### src/rtl/dcache_snoop_responder.sv
// rtl/dcache_snoop_responder.sv - L1 snoop responder for the MSI bus: hit detect, M-block supply, state downgrade/invalidate.
// Optional SNOOP_STATS_EN adds saturating hit/supply counters on snp_hits/snp_supplies.
module dcache_snoop_responder #(
  parameter int SETS = 8,
  parameter int TAGW = 26,
  parameter int IDXW = $clog2(SETS)
) (
  input  logic            CLK,
  input  logic            nRST,
  input  logic            ccwait,
  input  logic            ccinv,
  input  logic [31:0]     ccsnoopaddr,
  input  logic            dwait,
  output logic [IDXW-1:0] lk_idx,
  input  logic [TAGW-1:0] lk_tag0,
  input  logic [TAGW-1:0] lk_tag1,
  input  logic [1:0]      lk_st0,
  input  logic [1:0]      lk_st1,
  input  logic [63:0]     lk_data0,
  input  logic [63:0]     lk_data1,
  output logic            ccwrite,
  output logic            sup_valid,
  output logic [31:0]     ccdstore,
  output logic [31:0]     ccdaddr,
  output logic            snoop_hold,
  output logic            st_wen,
  output logic            st_way,
  output logic [IDXW-1:0] st_idx,
  output logic [1:0]      st_next,
  output logic [15:0]     snp_hits,
  output logic [15:0]     snp_supplies
);

  typedef enum logic [2:0] {IDLE, SUPPLY0, SUPPLY1, UPDATE, DONE} state_t;
  localparam logic [1:0] ST_I = 2'b00;
  localparam logic [1:0] ST_S = 2'b01;
  localparam logic [1:0] ST_M = 2'b10;

  state_t          state, state_n;
  logic [TAGW-1:0] tag_q;
  logic [IDXW-1:0] idx_q;
  logic            way_q;
  logic [63:0]     data_q;
  logic            inv_l;

  // Gating the request with reset keeps every output quiet while nRST is low.
  logic            snoop_req;
  logic [TAGW-1:0] snp_tag;
  logic [IDXW-1:0] snp_idx;
  logic            hit0, hit1, hit, hit_way;
  logic [1:0]      hit_st;
  logic [63:0]     hit_data;
  logic            unused_addr_bits;

  assign snoop_req        = ccwait & nRST;
  assign snp_tag          = ccsnoopaddr[31:3+IDXW];
  assign snp_idx          = ccsnoopaddr[3+IDXW-1:3];
  assign unused_addr_bits = ^ccsnoopaddr[2:0];

  assign hit0     = (lk_st0 != ST_I) && (lk_tag0 == snp_tag);
  assign hit1     = (lk_st1 != ST_I) && (lk_tag1 == snp_tag);
  assign hit      = hit0 | hit1;
  assign hit_way  = ~hit0;
  assign hit_st   = hit0 ? lk_st0 : lk_st1;
  assign hit_data = hit0 ? lk_data0 : lk_data1;

  always_ff @(posedge CLK or negedge nRST) begin
    if (!nRST) begin
      state  <= IDLE;
      tag_q  <= '0;
      idx_q  <= '0;
      way_q  <= 1'b0;
      data_q <= '0;
      inv_l  <= 1'b0;
    end else begin
      state <= state_n;
      if (state == IDLE && snoop_req) begin
        tag_q  <= snp_tag;
        idx_q  <= snp_idx;
        way_q  <= hit_way;
        data_q <= hit_data;
        inv_l  <= ccinv;
      end else if ((state == SUPPLY0 || state == SUPPLY1) && ccwait) begin
        inv_l <= inv_l | ccinv;
      end
    end
  end

  always_comb begin
    state_n    = state;
    lk_idx     = idx_q;
    ccwrite    = 1'b0;
    sup_valid  = 1'b0;
    ccdstore   = '0;
    ccdaddr    = '0;
    snoop_hold = 1'b1;
    st_wen     = 1'b0;
    st_way     = 1'b0;
    st_idx     = '0;
    st_next    = ST_I;
    case (state)
      IDLE: begin
        lk_idx     = nRST ? snp_idx : '0;
        snoop_hold = snoop_req;
        if (snoop_req) begin
          ccwrite = hit && (hit_st == ST_M);
          if (hit && hit_st == ST_M)
            state_n = SUPPLY0;
          else if (hit && hit_st == ST_S && ccinv)
            state_n = UPDATE;
          else
            state_n = DONE;
        end
      end
      SUPPLY0: begin
        ccwrite   = 1'b1;
        sup_valid = 1'b1;
        ccdstore  = data_q[31:0];
        ccdaddr   = {tag_q, idx_q, 3'b000};
        if (!ccwait)     state_n = IDLE;
        else if (!dwait) state_n = SUPPLY1;
      end
      SUPPLY1: begin
        ccwrite   = 1'b1;
        sup_valid = 1'b1;
        ccdstore  = data_q[63:32];
        ccdaddr   = {tag_q, idx_q, 3'b100};
        if (!ccwait)     state_n = IDLE;
        else if (!dwait) state_n = UPDATE;
      end
      UPDATE: begin
        // A supplied M line never stays M: it drops to S, or to I on invalidate.
        st_wen  = 1'b1;
        st_way  = way_q;
        st_idx  = idx_q;
        st_next = inv_l ? ST_I : ST_S;
        state_n = DONE;
      end
      DONE: begin
        if (!ccwait) state_n = IDLE;
      end
      default: state_n = IDLE;
    endcase
  end

`ifdef SNOOP_STATS_EN
  always_ff @(posedge CLK or negedge nRST) begin
    if (!nRST) begin
      snp_hits     <= '0;
      snp_supplies <= '0;
    end else begin
      if (state == IDLE && snoop_req && hit && snp_hits != 16'hFFFF)
        snp_hits <= snp_hits + 16'd1;
      if (state == SUPPLY1 && ccwait && !dwait && snp_supplies != 16'hFFFF)
        snp_supplies <= snp_supplies + 16'd1;
    end
  end
`else
  assign snp_hits     = '0;
  assign snp_supplies = '0;
`endif

endmodule

### config.mk
export PLATFORM = sky130hd
export DESIGN_NAME = dcache_snoop_responder
export DESIGN_NICKNAME = d
export VERILOG_FILES = /design/src/rtl/dcache_snoop_responder.sv
export SDC_FILE = /design/constraint.sdc
export NUM_CORES = 1
export LEC_CHECK = 0
export BUFFER_PORTS_ARGS = -buffer_cell sky130_fd_sc_hd__clkbuf_2
export CAP_MARGIN = 0
export CORE_AREA = 4 4 127 129
export DETAILED_ROUTE_END_ITERATION = 6
export DIE_AREA = 0 0 131 133
export PLACE_DENSITY = 0.72
export SLEW_MARGIN = 20
export SYNTH_ARGS = -nofsm -noshare
export SYNTH_HDL_FRONTEND = slang
export SYNTH_SLANG_ARGS = --single-unit
### constraint.sdc
create_clock -name CLK -period 3.2 [get_ports CLK]
set_input_delay 0.48 -clock CLK [delete_from_list [all_inputs] [get_ports CLK]]
set_output_delay 0.48 -clock CLK [all_outputs]
set_load 0.01 [all_outputs]
# Word level (Yosys, flattened, before mapping)
# Cells that the tools add are included.
[word_totals]
elab_cells = 62
input_bits = 221
output_inout_bits = 109
register_bits = 98
[op_classes]
n_eq_ne = 12
bitwise = 4
reduce_logical = 14
n_mux = 26
[ops]
columns = ["operator", "n"]
rows = [
  ["$pmux W32 S2", 2],
  ["$mux W64", 1],
  ["$eq A26 B26 Y1", 2],
  ["$mux W3", 11],
  ["$pmux W3 S5", 1],
  ["$mux W1", 9],
  ["$logic_and A1 B1 Y1", 7],
  ["$eq A3 B2 Y1 const B", 2],
  ["$ne A3 B3 Y1 const B", 2],
  ["$reduce_bool A2 Y1", 3],
  ["$ne A2 B2 Y1 const B", 2],
  ["$reduce_and A4 Y1", 1],
  ["$eq A3 B1 Y1 const B", 1],
  ["$eq A3 B3 Y1 const B", 1],
  ["$logic_not A3 Y1", 1],
  ["$eq A2 B1 Y1 const B", 1],
  ["$eq A2 B2 Y1 const B", 1],
  ["$mux W2", 1],
  ["$or A1 B1 Y1", 2],
  ["$pmux W1 S2", 1],
  ["$reduce_or A2 Y1", 1],
  ["$and A1 B1 Y1", 1],
  ["$logic_or A1 B1 Y1", 1],
  ["$not A1 Y1", 1],
]

# Longest topological paths before layout
[logic_depth]
depth_word = 10
depth_mapped = 9
depth_no_buf = 6

# Worst setup path after synthesis
# OpenSTA, ideal clock, no wires.
[synth_path]
path_type = "input to output"
startpoint = "in ccsnoopaddr[24]"
endpoint = "out ccwrite"
path_buffers = 0
cell_stages = 6
required_time_ns = 2.720
setup_slack_ns = 0.909
t_arrival_ns = 1.811
cell_sequence = "xor2_1 -> nor4_1 -> nand4_1 -> or4_1 -> mux2i_1 -> a21o_1"
[synth_between]
elab_chain_cells = 7
[synth_rtl]
columns = ["element", "line_no", "text"]
rows = [
  ["start: declaration", "12", "input logic [31:0] ccsnoopaddr,"],
  ["$eq A26 B26 Y1", "60", "assign hit0 = (lk_st0 != ST_I) && (lk_tag0 == snp_tag);"],
  ["$logic_and A1 B1 Y1", "60", ""],
  ["$mux W2", "64", "assign hit_st = hit0 ? lk_st0 : lk_st1;"],
  ["$eq A2 B2 Y1", "106", "ccwrite = hit && (hit_st == ST_M);"],
  ["$logic_and A1 B1 Y1 *", "106", ""],
  ["$mux W1 *", "105", "if (snoop_req) begin"],
  ["$pmux W1 S2 *", "101", "case (state)"],
  ["end: declaration", "21", "output logic ccwrite,"],
]
# Mark *: on every way between the ends. The rest lies on a longest branch, timed or not.

# Worst setup path after layout
[layout_path]
startpoint = "in ccsnoopaddr[7]"
endpoint = "out ccwrite"
# The elaborated chain is that of the path after synthesis.

==> results.py <==
metrics = {
    "floorplan": {
        "core-area_mm2": 0.0150,
        "die_x_um": 131,
        "dieArea_mm2": 0.0174,
        "die_h_um": 133,
        "initial_core_util_pct": 38.7,
        "rows": 45,
        "pin_count": 330,
    },
    "setup_path": {
        "crit_path_max_fanout": 3,
        "worstSetupPathType": "input port to output port",
        "worst_path_most_repeated_cell": "clkbuf_2",
        "crit_chain": "clkbuf_2 > xor2_1 > nor4_1 > nand4_1 > or4_1 > mux2i_1 > a21o_1 > clkbuf_2",
        "startpoint_type": "input port",
        "slowest_delay_ps": 530,
        "critPathRequiredTime_ps": 2720,
        "cp.arrival_ps": 2310,
        "slowest_stage": "or4_1",
        "crit_buf_inv": 2,
        "end_kind": "output port",
        "crit_family": "simple AND/OR/NAND/NOR gates",
    },
    "sta": {
        "worst_slew_pin_slew_ps": 715,
        "finalCriticalPeriod_ps": 2790,
        "rsz0062_at_grt": "no",
        "tns_ps": 0,
        "slew_headroom_pct": 52.3,
        "final_hold_viol_count": 0,
        "skew_ps": 5.40,
        "slew_violations": 0,
        "period_share_pct": 87.2,
        "setup_viol": 0,
        "max_freq_mhz": 358,
    },
    "routing": {
        "drc_errors": 0,
        "routedWlPerCell_um": 15.7,
        "firstDrtPassIters": 4,
        "vias": 5164,
        "drt_iter0_drc": 218,
        "wl_um": 17200,
        "viasPerCell": 4.69,
        "ant_nets": 0,
    },
    "yosys": {
        "yosys_warnings": 0,
        "syn_area_mm2": 0.00581,
        "syn_inst": 638,
        "avgSynthCellArea_um2": 9.11,
        "ys_seq_area_share_pct": 42.2,
        "synth_cell_types": 34,
        "ys_ff_latch": 98,
    },
    "global_routing": {
        "grt_max_degree": 161,
        "antenna_found_initial": 0,
        "grt_pass1_wl_um": 26300,
        "first_global_vias": 4988,
        "gr-total-overflow": 0,
        "grt_use_total_pct": 19.4,
    },
    "clock_network": {
        "cts_root_buf": "clkbuf_16",
        "cts_buffers": 9,
        "insertion_delay_ps": 340,
        "cts_tree": "built",
        "cts_max_level": 3,
        "cts_sinks": 98,
        "ctsResizeCount": 0,
        "cts.reportedPaths.clkPinSlew_ps": 60,
        "hold_buffers": 0,
        "post_cts_buffers": 0,
        "cts_buffer_depth": 2,
    },
    "min_path": {
        "min_path_type": "input port to async pin",
    },
    "placed_design": {
        "dp_hpwl_um": 13700,
        "placedCellCount": 1085,
        "portBuffers": 291,
        "dpl_cell_area_mm2": 0.00726,
        "gp_congestion": 0.915,
    },
    "cells_and_area": {
        "num_antenna_cells": 0,
        "filler_cell_count": 1511,
        "area_delta_synth_final_pct": 29.9,
        "drive_gt1_share_pct": 35.1,
        "stdcell_area_mm2": 0.00755,
        "final_cells": 1100,
        "fin_nets": 1129,
        "final_core_util_pct": 50.2,
    },
    "power": {
        "power_density_mw_per_mm2": 427,
        "vdd_ir_drop_max_v": 0.000297,
        "leakage_uw": 0.00390,
    },
    "run": {
        "cap_violations": 0,
    },
    "status": {
        "status": "completed",
    },
}
-- layout make-up --
cell class              instances  area (um2)  share of cell area [%]
flip-flops and latches         98        2450                    32.5
multi-input cells             498        3020                    40.0
well taps                     188         235                    3.12
repair buffers                300        1550                    20.6
clock inverters                 5        56.3                   0.746
inverters                       1        3.75                  0.0497
clock buffers                  10         229                    3.03
-- per-layer routing --
| layer | vias to the layer above | global-route usage [%] | share of wire, % |
|---|---|---|---|
| li1 | 2621 | - | - |
| met1 | 2365 | 26.4 | 44 |
| met2 | 156 | 31.3 | 49 |
| met3 | 22 | 4.28 | 5.8 |
| met4 | 0 | 4.91 | 1.6 |
| met5 | - | 0 | 0 |
-- layout by cell type (no fill, tap or decap), types with 3 or more instances in the layout --
cell       Yosys  layout
buf_4         36       8
xnor2_1       24      24
mux2i_1       68      68
nor2_1         7       6
o21ai_0       23      23
clkbuf_2       0     290
o21ai_1       50      50
nand4_1        7       7
dfrtp_1       98      98
a22o_1        32      32
conb_1         1      35
clkbuf_16      0       9
xor2_1        28      28
nand2b_1       3       3
and2_1        33      33
nand2_1      161     161
nor4_1         7       7
-- where the power goes --
group	total, uW	switching, uW	internal [uW]
clock network	1040	443	600
logic	583	320	262
registers	1600	123	1480
-- worst paths after layout --
path	start	endpoint	slack, ps	cells after the start
worst max-delay path	ccsnoopaddr[7]	ccwrite	410	8
worst min-delay path	nRST	way_q$_DFFE_PN0P_	90	1
worst max register to register	state[1]$_DFFE_PN0P_	inv_l$_DFFE_PN0P_	1260	6
worst min register to register	tag_q[3]$_DFFE_PN0P_	tag_q[3]$_DFFE_PN0P_	460	2
max in group asynchronous	nRST	data_q[51]$_DFFE_PN0P_	2210	2
min in group CLK	ccsnoopaddr[3]	idx_q[0]$_DFFE_PN0P_	340	3
-- synthesized netlist by cell type, drive strengths merged --
master / count / share of area [%]
nand2: 161 / 10
dfrtp: 98 / 42
o21ai: 73 / 6.3
mux2i: 68 / 12
buf: 43 / 6.3
and2: 33 / 3.6
a22o: 32 / 4.8
clkbuf: 32 / 2.1
xor2: 28 / 4.2
xnor2: 24 / 3.6
nor4: 8 / 0.97
nand4: 7 / 0.75
nor2: 7 / 0.45
nand2b: 3 / 0.32
a21o: 2 / 0.26
a21oi: 2 / 0.17
and3: 2 / 0.22
nand3: 2 / 0.17
nor2b: 2 / 0.22
a2111oi: 1 / 0.15
a211o: 1 / 0.15
and3b: 1 / 0.15
and4: 1 / 0.15
conb: 1 / 0.065
inv: 1 / 0.065
nor3: 1 / 0.086
nor3b: 1 / 0.13
or2: 1 / 0.11
or3: 1 / 0.11
or4: 1 / 0.13
-- logic make-up after synthesis --
logic type	Yosys count	synth area share, %
xor+xnor	52	7.84
flops	98	42.2
other cells	1	0.0645
compound gates	111	11.8
simple gates	232	17.9
buf+inv	76	8.42
mux	68	11.7
-- per-stage QoR --
step	worst slack, ps	hold WS (ps)	total power (uW)
2_1_floorplan	909	184	1950
3_3_place_gp	413	450	2190
3_5_place_dp	411	454	2220
4_1_cts	406	94.3	3280
5_1_grt	280	103	3430
6_report	410	89.9	3230
-- state kept, by name, indices dropped and copies added (netlist names) --
name / cells
way_q: 1
inv_l: 1
data_q: 64
idx_q: 3
state: 3
tag_q: 26
Note: power is estimated with default switching activity, not from simulation.
